**src/rtl/p1_sprite_render_if.sv**
```systemverilog
`default_nettype none
// ============================================================================
// Module   : p1_sprite_render_if
// Brief    : Scan-position, sprite-ROM and red-pixel signals of the P1 sprite stage.
// Revision : 1.0
// ============================================================================
interface p1_sprite_render_if;
  logic [9:0]  pix_x;
  logic [9:0]  pix_y;
  logic        de;
  logic [9:0]  rom_addr;
  logic [15:0] bitmap;
  logic        red_on;

  modport master (
    output pix_x, pix_y, de, bitmap,
    input  rom_addr, red_on
  );

  modport slave (
    input  pix_x, pix_y, de, bitmap,
    output rom_addr, red_on
  );
endinterface
`default_nettype wire

```
**src/rtl/p1_sprite_render.sv**
```systemverilog
`default_nettype none
// ============================================================================
// Module   : p1_sprite_render
// Brief    : Player-1 animation sequencer and 3-stage red-pixel lookup pipeline.
// Revision : 1.0
// ============================================================================
module p1_sprite_render #(
  parameter int SCALE_LOG2     = 2,
  parameter int TICKS_PER_STEP = 6
) (
  input  wire logic          clk,
  input  wire logic          rst,
  p1_sprite_render_if.slave  bus,
  input  wire logic [9:0]    i_pos_x,
  input  wire logic [9:0]    i_pos_y,
  input  wire logic          i_flip,
  input  wire logic [2:0]    i_act_req,
  input  wire logic          i_frame_tick,
  output logic      [2:0]    o_cur_act,
  output logic      [1:0]    o_cur_frame,
  output logic               o_act_done
);

  localparam logic [10:0] C_BOX      = 11'(16 << SCALE_LOG2);
  localparam logic [7:0]  C_CTR_LAST = 8'(TICKS_PER_STEP - 1);

  typedef enum logic [0:0] {
    S_IDLE_LOOP = 1'b0,
    S_ONE_SHOT  = 1'b1
  } state_t;

  state_t     r_state, w_state_nxt;
  logic [2:0] r_act,   w_act_nxt;
  logic [1:0] r_frame, w_frame_nxt;
  logic [7:0] r_ctr,   w_ctr_nxt;
  logic       r_done,  w_done_nxt;
  logic [2:0] w_req;

  assign w_req = (i_act_req > 3'd4) ? 3'd0 : i_act_req;

  always_ff @(posedge clk) begin
    if (rst) begin
      r_state <= S_IDLE_LOOP;
      r_act   <= 3'd0;
      r_frame <= 2'd0;
      r_ctr   <= 8'd0;
      r_done  <= 1'b0;
    end else begin
      r_state <= w_state_nxt;
      r_act   <= w_act_nxt;
      r_frame <= w_frame_nxt;
      r_ctr   <= w_ctr_nxt;
      r_done  <= w_done_nxt;
    end
  end

  // Everything holds between frame ticks so a video frame never tears.
  always_comb begin
    w_state_nxt = r_state;
    w_act_nxt   = r_act;
    w_frame_nxt = r_frame;
    w_ctr_nxt   = r_ctr;
    w_done_nxt  = 1'b0;
    if (i_frame_tick) begin
      case (r_state)
        S_IDLE_LOOP: begin
          if (w_req != r_act) begin
            w_act_nxt   = w_req;
            w_frame_nxt = 2'd0;
            w_ctr_nxt   = 8'd0;
            if (w_req == 3'd3 || w_req == 3'd4) w_state_nxt = S_ONE_SHOT;
          end else if (r_ctr == C_CTR_LAST) begin
            w_ctr_nxt   = 8'd0;
            w_frame_nxt = r_frame + 2'd1;
          end else begin
            w_ctr_nxt   = r_ctr + 8'd1;
          end
        end
        S_ONE_SHOT: begin
          if (r_ctr == C_CTR_LAST) begin
            w_ctr_nxt = 8'd0;
            if (r_frame == 2'd3) begin
              w_act_nxt   = 3'd0;
              w_frame_nxt = 2'd0;
              w_done_nxt  = 1'b1;
              w_state_nxt = S_IDLE_LOOP;
            end else begin
              w_frame_nxt = r_frame + 2'd1;
            end
          end else begin
            w_ctr_nxt = r_ctr + 8'd1;
          end
        end
        default: w_state_nxt = S_IDLE_LOOP;
      endcase
    end
  end

  assign o_cur_act   = r_act;
  assign o_cur_frame = r_frame;
  assign o_act_done  = r_done;

  logic [9:0] w_dx, w_dy;
  logic       w_in_box;
  logic [3:0] w_row, w_col_raw, w_col;

  assign w_dx = bus.pix_x - i_pos_x;
  assign w_dy = bus.pix_y - i_pos_y;

  // The >= terms reject scan positions left/above the box that would wrap dx/dy.
  assign w_in_box = bus.de
                  && (bus.pix_x >= i_pos_x) && ({1'b0, w_dx} < C_BOX)
                  && (bus.pix_y >= i_pos_y) && ({1'b0, w_dy} < C_BOX);

  assign w_row     = w_in_box ? 4'(w_dy >> SCALE_LOG2) : 4'd0;
  assign w_col_raw = 4'(w_dx >> SCALE_LOG2);
  assign w_col     = i_flip ? (4'd15 - w_col_raw) : w_col_raw;

  logic [9:0] r_rom_addr;
  logic       r_v1, r_v2, r_red_on;
  logic [3:0] r_c1, r_c2;

  always_ff @(posedge clk) begin
    if (rst) begin
      r_rom_addr <= 10'd0;
      r_v1       <= 1'b0;
      r_c1       <= 4'd0;
      r_v2       <= 1'b0;
      r_c2       <= 4'd0;
      r_red_on   <= 1'b0;
    end else begin
      r_rom_addr <= {w_row, r_act, 1'b0, r_frame};
      r_v1       <= w_in_box;
      r_c1       <= w_col;
      r_v2       <= r_v1;
      r_c2       <= r_c1;
      // Bitmap bit 15 is the leftmost column; a cleared bit is an opaque red pixel.
      r_red_on   <= r_v2 & ~bus.bitmap[4'd15 - r_c2];
    end
  end

  assign bus.rom_addr = r_rom_addr;
  assign bus.red_on   = r_red_on;

endmodule
`default_nettype wire
```
**src/flat_wrapper.sv**
```systemverilog
// flat-port wrapper written by rule: the top's interface ports become plain ports
module p1_sprite_render_flat 
#(
  parameter int SCALE_LOG2     = 2,
  parameter int TICKS_PER_STEP = 6
)
  (clk, rst, i_pos_x, i_pos_y, i_flip, i_act_req, i_frame_tick, o_cur_act, o_cur_frame, o_act_done, bus_pix_x, bus_pix_y, bus_de, bus_bitmap, bus_rom_addr, bus_red_on);
  p1_sprite_render_if bus_i ();
  input  wire logic clk;
  input  wire logic rst;
  input  wire logic [9:0] i_pos_x;
  input  wire logic [9:0] i_pos_y;
  input  wire logic i_flip;
  input  wire logic [2:0] i_act_req;
  input  wire logic i_frame_tick;
  output logic      [2:0] o_cur_act;
  output logic      [1:0] o_cur_frame;
  output logic o_act_done;
  input wire logic [$bits(bus_i.pix_x)-1:0] bus_pix_x;
  input wire logic [$bits(bus_i.pix_y)-1:0] bus_pix_y;
  input wire logic [$bits(bus_i.de)-1:0] bus_de;
  input wire logic [$bits(bus_i.bitmap)-1:0] bus_bitmap;
  output wire logic [$bits(bus_i.rom_addr)-1:0] bus_rom_addr;
  output wire logic [$bits(bus_i.red_on)-1:0] bus_red_on;
  assign bus_i.pix_x = bus_pix_x;
  assign bus_i.pix_y = bus_pix_y;
  assign bus_i.de = bus_de;
  assign bus_i.bitmap = bus_bitmap;
  assign bus_rom_addr = bus_i.rom_addr;
  assign bus_red_on = bus_i.red_on;
  p1_sprite_render #(.SCALE_LOG2(SCALE_LOG2), .TICKS_PER_STEP(TICKS_PER_STEP)) u_core (.clk(clk), .rst(rst), .bus(bus_i), .i_pos_x(i_pos_x), .i_pos_y(i_pos_y), .i_flip(i_flip), .i_act_req(i_act_req), .i_frame_tick(i_frame_tick), .o_cur_act(o_cur_act), .o_cur_frame(o_cur_frame), .o_act_done(o_act_done));
endmodule
```
**config.mk**
```make
export PLATFORM = sky130hd
export DESIGN_NAME = p1_sprite_render_flat
export DESIGN_NICKNAME = d
export VERILOG_FILES = /design/src/rtl/p1_sprite_render_if.sv /design/src/rtl/p1_sprite_render.sv /design/src/flat_wrapper.sv
export SDC_FILE = /design/constraint.sdc
export NUM_CORES = 1
export LEC_CHECK = 0
export ABC_CLOCK_PERIOD_IN_PS = 3900
export BUFFER_PORTS_ARGS = -buffer_cell sky130_fd_sc_hd__clkbuf_2
export CORE_MARGIN = 2
export CORE_UTILIZATION = 45
export DETAILED_ROUTE_END_ITERATION = 16
export PLACE_DENSITY_LB_ADDON = 0.2
export SLEW_MARGIN = 15
export SYNTH_ARGS = -nofsm -noshare
export SYNTH_HDL_FRONTEND = slang
export SYNTH_SLANG_ARGS = --single-unit
```
**constraint.sdc**
```tcl
create_clock -name clk -period 3.9 [get_ports clk]
set_clock_uncertainty 0.15 [all_clocks]
set_input_delay 0.39 -clock clk [delete_from_list [all_inputs] [get_ports clk]]
set_output_delay 0.39 -clock clk [all_outputs]
set_load 0.1 [all_outputs]
```
# Word level (Yosys, flattened, before mapping)
# Cells that the tools add are included.
# totals
register_bits	36
latch_bits	0
ram_bits	0
mem_bits_ro	0
in_bits	64
out_inout_bits	17
wordCells	71
n_memories	0
# classes
addsub	6
multipliers	0
n_div	0
order_cmp	6
eq_ne	9
n_shift	0
n_mux	22
n_bitwise	6
reduce_logical	9
# ops
op	n
10-bit greater-or-equal comparator	2
10-bit by 7-bit less-than comparator with 1-bit output (second input constant)	2
10-bit subtractor	2
8-bit two-way mux	2
8-bit case mux with 2 select lines	1
3-bit two-way mux	4
8-bit by 1-bit adder with 8-bit output (second input constant)	1
8-bit by 3-bit equality test with 1-bit output (second input constant)	1
2-bit two-way mux	4
4-bit subtractor (first input constant)	2
1-bit two-way mux	6
3-bit case mux with 2 select lines	1
4-bit by 5-bit less-than comparator with 1-bit output (second input constant)	1
1-bit inverter	5
1-bit binary-select mux with 4-bit select	1
1-bit logical AND	4
4-bit two-way mux	1
2-bit != test (second input constant)	2
2-bit case mux with 2 select lines	1
4-bit AND reduction	1
4-bit OR reduction	1
3-bit by 2-bit equality test with 1-bit output (second input constant)	1
3-bit equality test (second input constant)	1
3-bit > comparator (second input constant)	1
10 further kinds	10

# Depth between registers and ports, before layout
# depth
ltp_word	7
mapped_depth	9
mapped_depth_nobuf	8

# Least setup slack after synthesis
# Ideal clock, no wire load.
# synth_path
path_type	input port to flip-flop
startpoint	in i_pos_x[5]
endpoint	reg u_core.r_rom_addr[7] (netlist: u_core.bus.rom_addr[7])
setup_time_ps	78
arrival_ps	2140
required_time_ps	3672
slack_ps	1533
path_stages	8
path_buffers	0
cell_sequence	inv_1 > ha_1 > a21o_1 > a211o_1 > o31ai_1 > o21ai_0 > or4b_1 > nor3_1
# synth_between
elab_chain_len	7
word_cells_on_any_way	9
cone_classes	add/sub (1); order compare (2); bitwise (1); reduce/logical (5)
# synth_lines
element	line	source
start, declared	flat_wrapper.sv:11	input wire logic [9:0] i_pos_x;
10-bit subtractor / 10-bit greater-or-equal comparator (equally long branches)	p1_sprite_render.sv:107, p1_sprite_render.sv:112	
10-bit by 7-bit less-than comparator with 1-bit output / 1-bit logical AND (equally long branches)	p1_sprite_render.sv:112	&& (bus.pix_x >= i_pos_x) && ({1'b0, w_dx} < C_BOX)
1-bit logical AND (*)	p1_sprite_render.sv:112	
1-bit logical AND (*) (2 in series)	p1_sprite_render.sv:113	&& (bus.pix_y >= i_pos_y) && ({1'b0, w_dy} < C_BOX);
1-bit inverter (no source line) (*)	-	
2-bit OR reduction (no source line) (*)	-	
end signal, assigned	p1_sprite_render.sv:132	r_rom_addr <= {w_row, r_act, 1'b0, r_frame};
end, declared	p1_sprite_render.sv:119	logic [9:0] r_rom_addr;
# Every way passes the cells marked *; elsewhere a longest branch is shown, timed or not.
# A chain may end at the register's enable or synchronous reset.

# Worst setup path after layout
# Ends and elaborated chain as after synthesis.

==> metrics.csv <==
metric;value;unit
outcome;finished, final reports clean;
Avg Cell Area, Syn;8.57;sq um
Worst Setup Slack, final;1.58;ns
gr usage total;17.0;%
area share of the largest cell type after synthesis;28.7;%
XOR/XNOR Fraction of Synth Area;6.10;%
final hold vios;0;
Power Total;1.02;mW
final net count;453;
CTS sink cnt;35;
Area growth syn-to-layout;24.0;%
Layout fillers;474;
Simple-Gate Fraction of Synth Area;24.1;%
largest net degree at the start of global routing;25;
Worst EP required;3.96;ns
Ys Warns;0;
CTS tree;done;
Hold Path End;u_core.o_cur_act[0];
CTS clk-pin slew, worst paths;0.07;ns
DR iter-0 viols;68;
global route overflow;0;
pwr dens;337;nW/um^2
sequential-to-total area share from yosys stat;28.7;%
flops & latches, synth;35;
R2R depth;5;
CTS Buf Count;5;
Worst Hold Depth;2;
Mapped Area;2440;sq um
wire per inst;11.1;microns
TNS Setup;0;ns
Crit Path Max Fanout;6;
maximum vdd drop;240;uV
Area contributors post-synth;dfxtp_1, ha_1, mux4_2;
htree depth;2;
Post-synth EDFFs;0;
Leakage;1.47;nW
Worst R2R Start;u_core.r_ctr[3];
Max-Cap Viols;0;
post-DP HPWL;4050;microns
count leader, synth;dfxtp_1;
area leader, netlist;dfxtp_1;
Yosys cell types;55;
R2R Setup Slk;1.69;ns
Routed WL;4870;microns
class of the most critical setup path;input pin to register;
IO Pins;81;
Post-DRT Antenna Nets;0;
main combinational cell family by area after synthesis;simple AND/OR/NAND/NOR gates;
mux contribution to synthesized area;6.35;%
layout cell share with drive strength beyond 1;27.2;%
global-route wire length before repair;8580;microns
initial core utilization;47.2;%
Pins Over Slew Limit;0;
Core ar.;5170;sq um
CP Capture Type;register;
Die X;77.7;microns
post-CTS setup buffers;0;
worst slack at placement;1.28;ns
worst-skew pair later-pin latency;0.28;ns
syn nets;372;
drt first pass iters;4;
Antenna Cells;0;
Worst-Margin Slew;0.738;ns
Commonest cells post-synth;dfxtp_1, nor2_1, inv_1;
clock root buffer;clkbuf_8;
Vias/cell;5.20;
total area of sequential cells;701;sq um
IO buf count;79;
asr flop ratio synth;0;%
cells after synthesis;285;
drc violations;0;
RSZ-0062 raised after global routing;no;
Main synth FF type;dfxtp_1;
Slew HR;50.3;%
r2r endpoint;u_core.r_ctr[0];
initial antenna violation count;0;
via count;2273;
Row Count;26;
Synth Area in Adders;11.8;%
Startpoint Class;input pin;
fin crit share;59.6;%
hold path start;i_act_req[0];
Final GP Congestion;0.895;
Multi-input gate area;1620;sq um
Fmax;430;MHz
Hold WC Path Type;input pin to register;
Arr. time, crit path;2.38;ns
min Tclk post-route;2.32;ns
post-CTS sizing;0;
CTS Buffer Depth;2;
vias in the first global route;2057;
post-synthesis compound-gate area fraction;17.9;%
# hold bufs at CTS;0;
Setup-failing EPs final;0;
chip height;77.7;microns
die area;6030;sq um
kinds of logic (layout without fill, tap and decap cells):
group,Yosys count,after routing
buffers and inverters,29,111
AND/OR/NAND/NOR,109,109
multiplexers,9,9
flip-flops,35,35
other,1,1
AO/OA/AOI/OAI,62,62
adder cells (fa/ha/maj),23,23
XOR/XNOR,17,17
power breakdown:
part | internal, mW | leakage (nW) | switching, mW
Clock | 0.255 | 0.0654 | 0.121
Sequential | 0.372 | 0.284 | 0.00915
Combinational | 0.123 | 1.12 | 0.140
placed cells by master (no fill, tap or decap), types with 4 or more instances in the layout:
| cell | count |
|---|---|
| nor4_1 | 4 |
| dfxtp_1 | 35 |
| inv_1 | 24 |
| clkbuf_2 | 79 |
| nand3_1 | 10 |
| a21o_1 | 5 |
| xnor2_1 | 9 |
| clkbuf_8 | 5 |
| mux4_2 | 5 |
| a21oi_1 | 11 |
| nor2_1 | 25 |
| o21ai_0 | 11 |
| ha_1 | 23 |
| xor2_1 | 8 |
| nor2b_1 | 12 |
| o21a_1 | 6 |
| nor3_1 | 11 |
| nand2_1 | 18 |
| a211oi_1 | 4 |
stage by stage:
stage          instance area [sq um]  instances  utilization (%)  hold WS [ns]
3_3_place_gp                    2900        429             56.0         0.268
4_1_cts                         3030        437             58.5         0.226
3_5_place_dp                    2900        429             56.0         0.276
6_report                        3030        437             58.5         0.236
2_1_floorplan                   2440        285                -         0.264
5_1_grt                         3030        437             58.5         0.250
worst max-delay path by stage:
stage,start,end,slack (ns),cells after the start
floorplan,i_pos_x[5],u_core.bus.rom_addr[7],1.53,8
global placement,i_pos_x[1],u_core.bus.rom_addr[7],1.34,8
detailed placement,i_pos_x[5],u_core.bus.rom_addr[9],1.28,9
CTS,i_pos_x[5],u_core.bus.rom_addr[7],1.59,9
global route,i_pos_x[1],u_core.bus.rom_addr[8],1.29,9
finish,i_pos_x[5],u_core.bus.rom_addr[7],1.58,9
metal layers:
layer	routed length, microns	track usage (%)	part of all wire [%]
met1	2190	20.9	45
met2	2350	29.3	48
met3	221	3.72	4.5
met4	100	5.36	2.1
met5	0	0	0
layout make-up:
type	instances	area share [%]
clock buffer	6	2.40
clock inverter	2	1.98
inverter	24	2.98
multi-input combinational	221	53.6
sequential	35	23.1
tap	70	2.89
timing repair buffer	79	13.1
worst max-delay path, stage by stage:
cell,delay [ns]
clkbuf_2,0.07
inv_1,0.03
ha_1,0.34
a21o_1,0.24
a211o_1,0.28
o31ai_1,0.19
o21ai_0,0.14
or4b_1,0.51
nor3_1,0.19
flip-flops by register name (all words and copies together) (netlist names):
name	count
u_core.bus.red_on	1
u_core.bus.rom_addr	9
u_core.o_act_done	1
u_core.o_cur_act	3
u_core.o_cur_frame	2
u_core.r_c1	4
u_core.r_c2	4
u_core.r_ctr	8
u_core.r_state	1
u_core.r_v1	1
u_core.r_v2	1
Power figures use the tool's default switching activity.
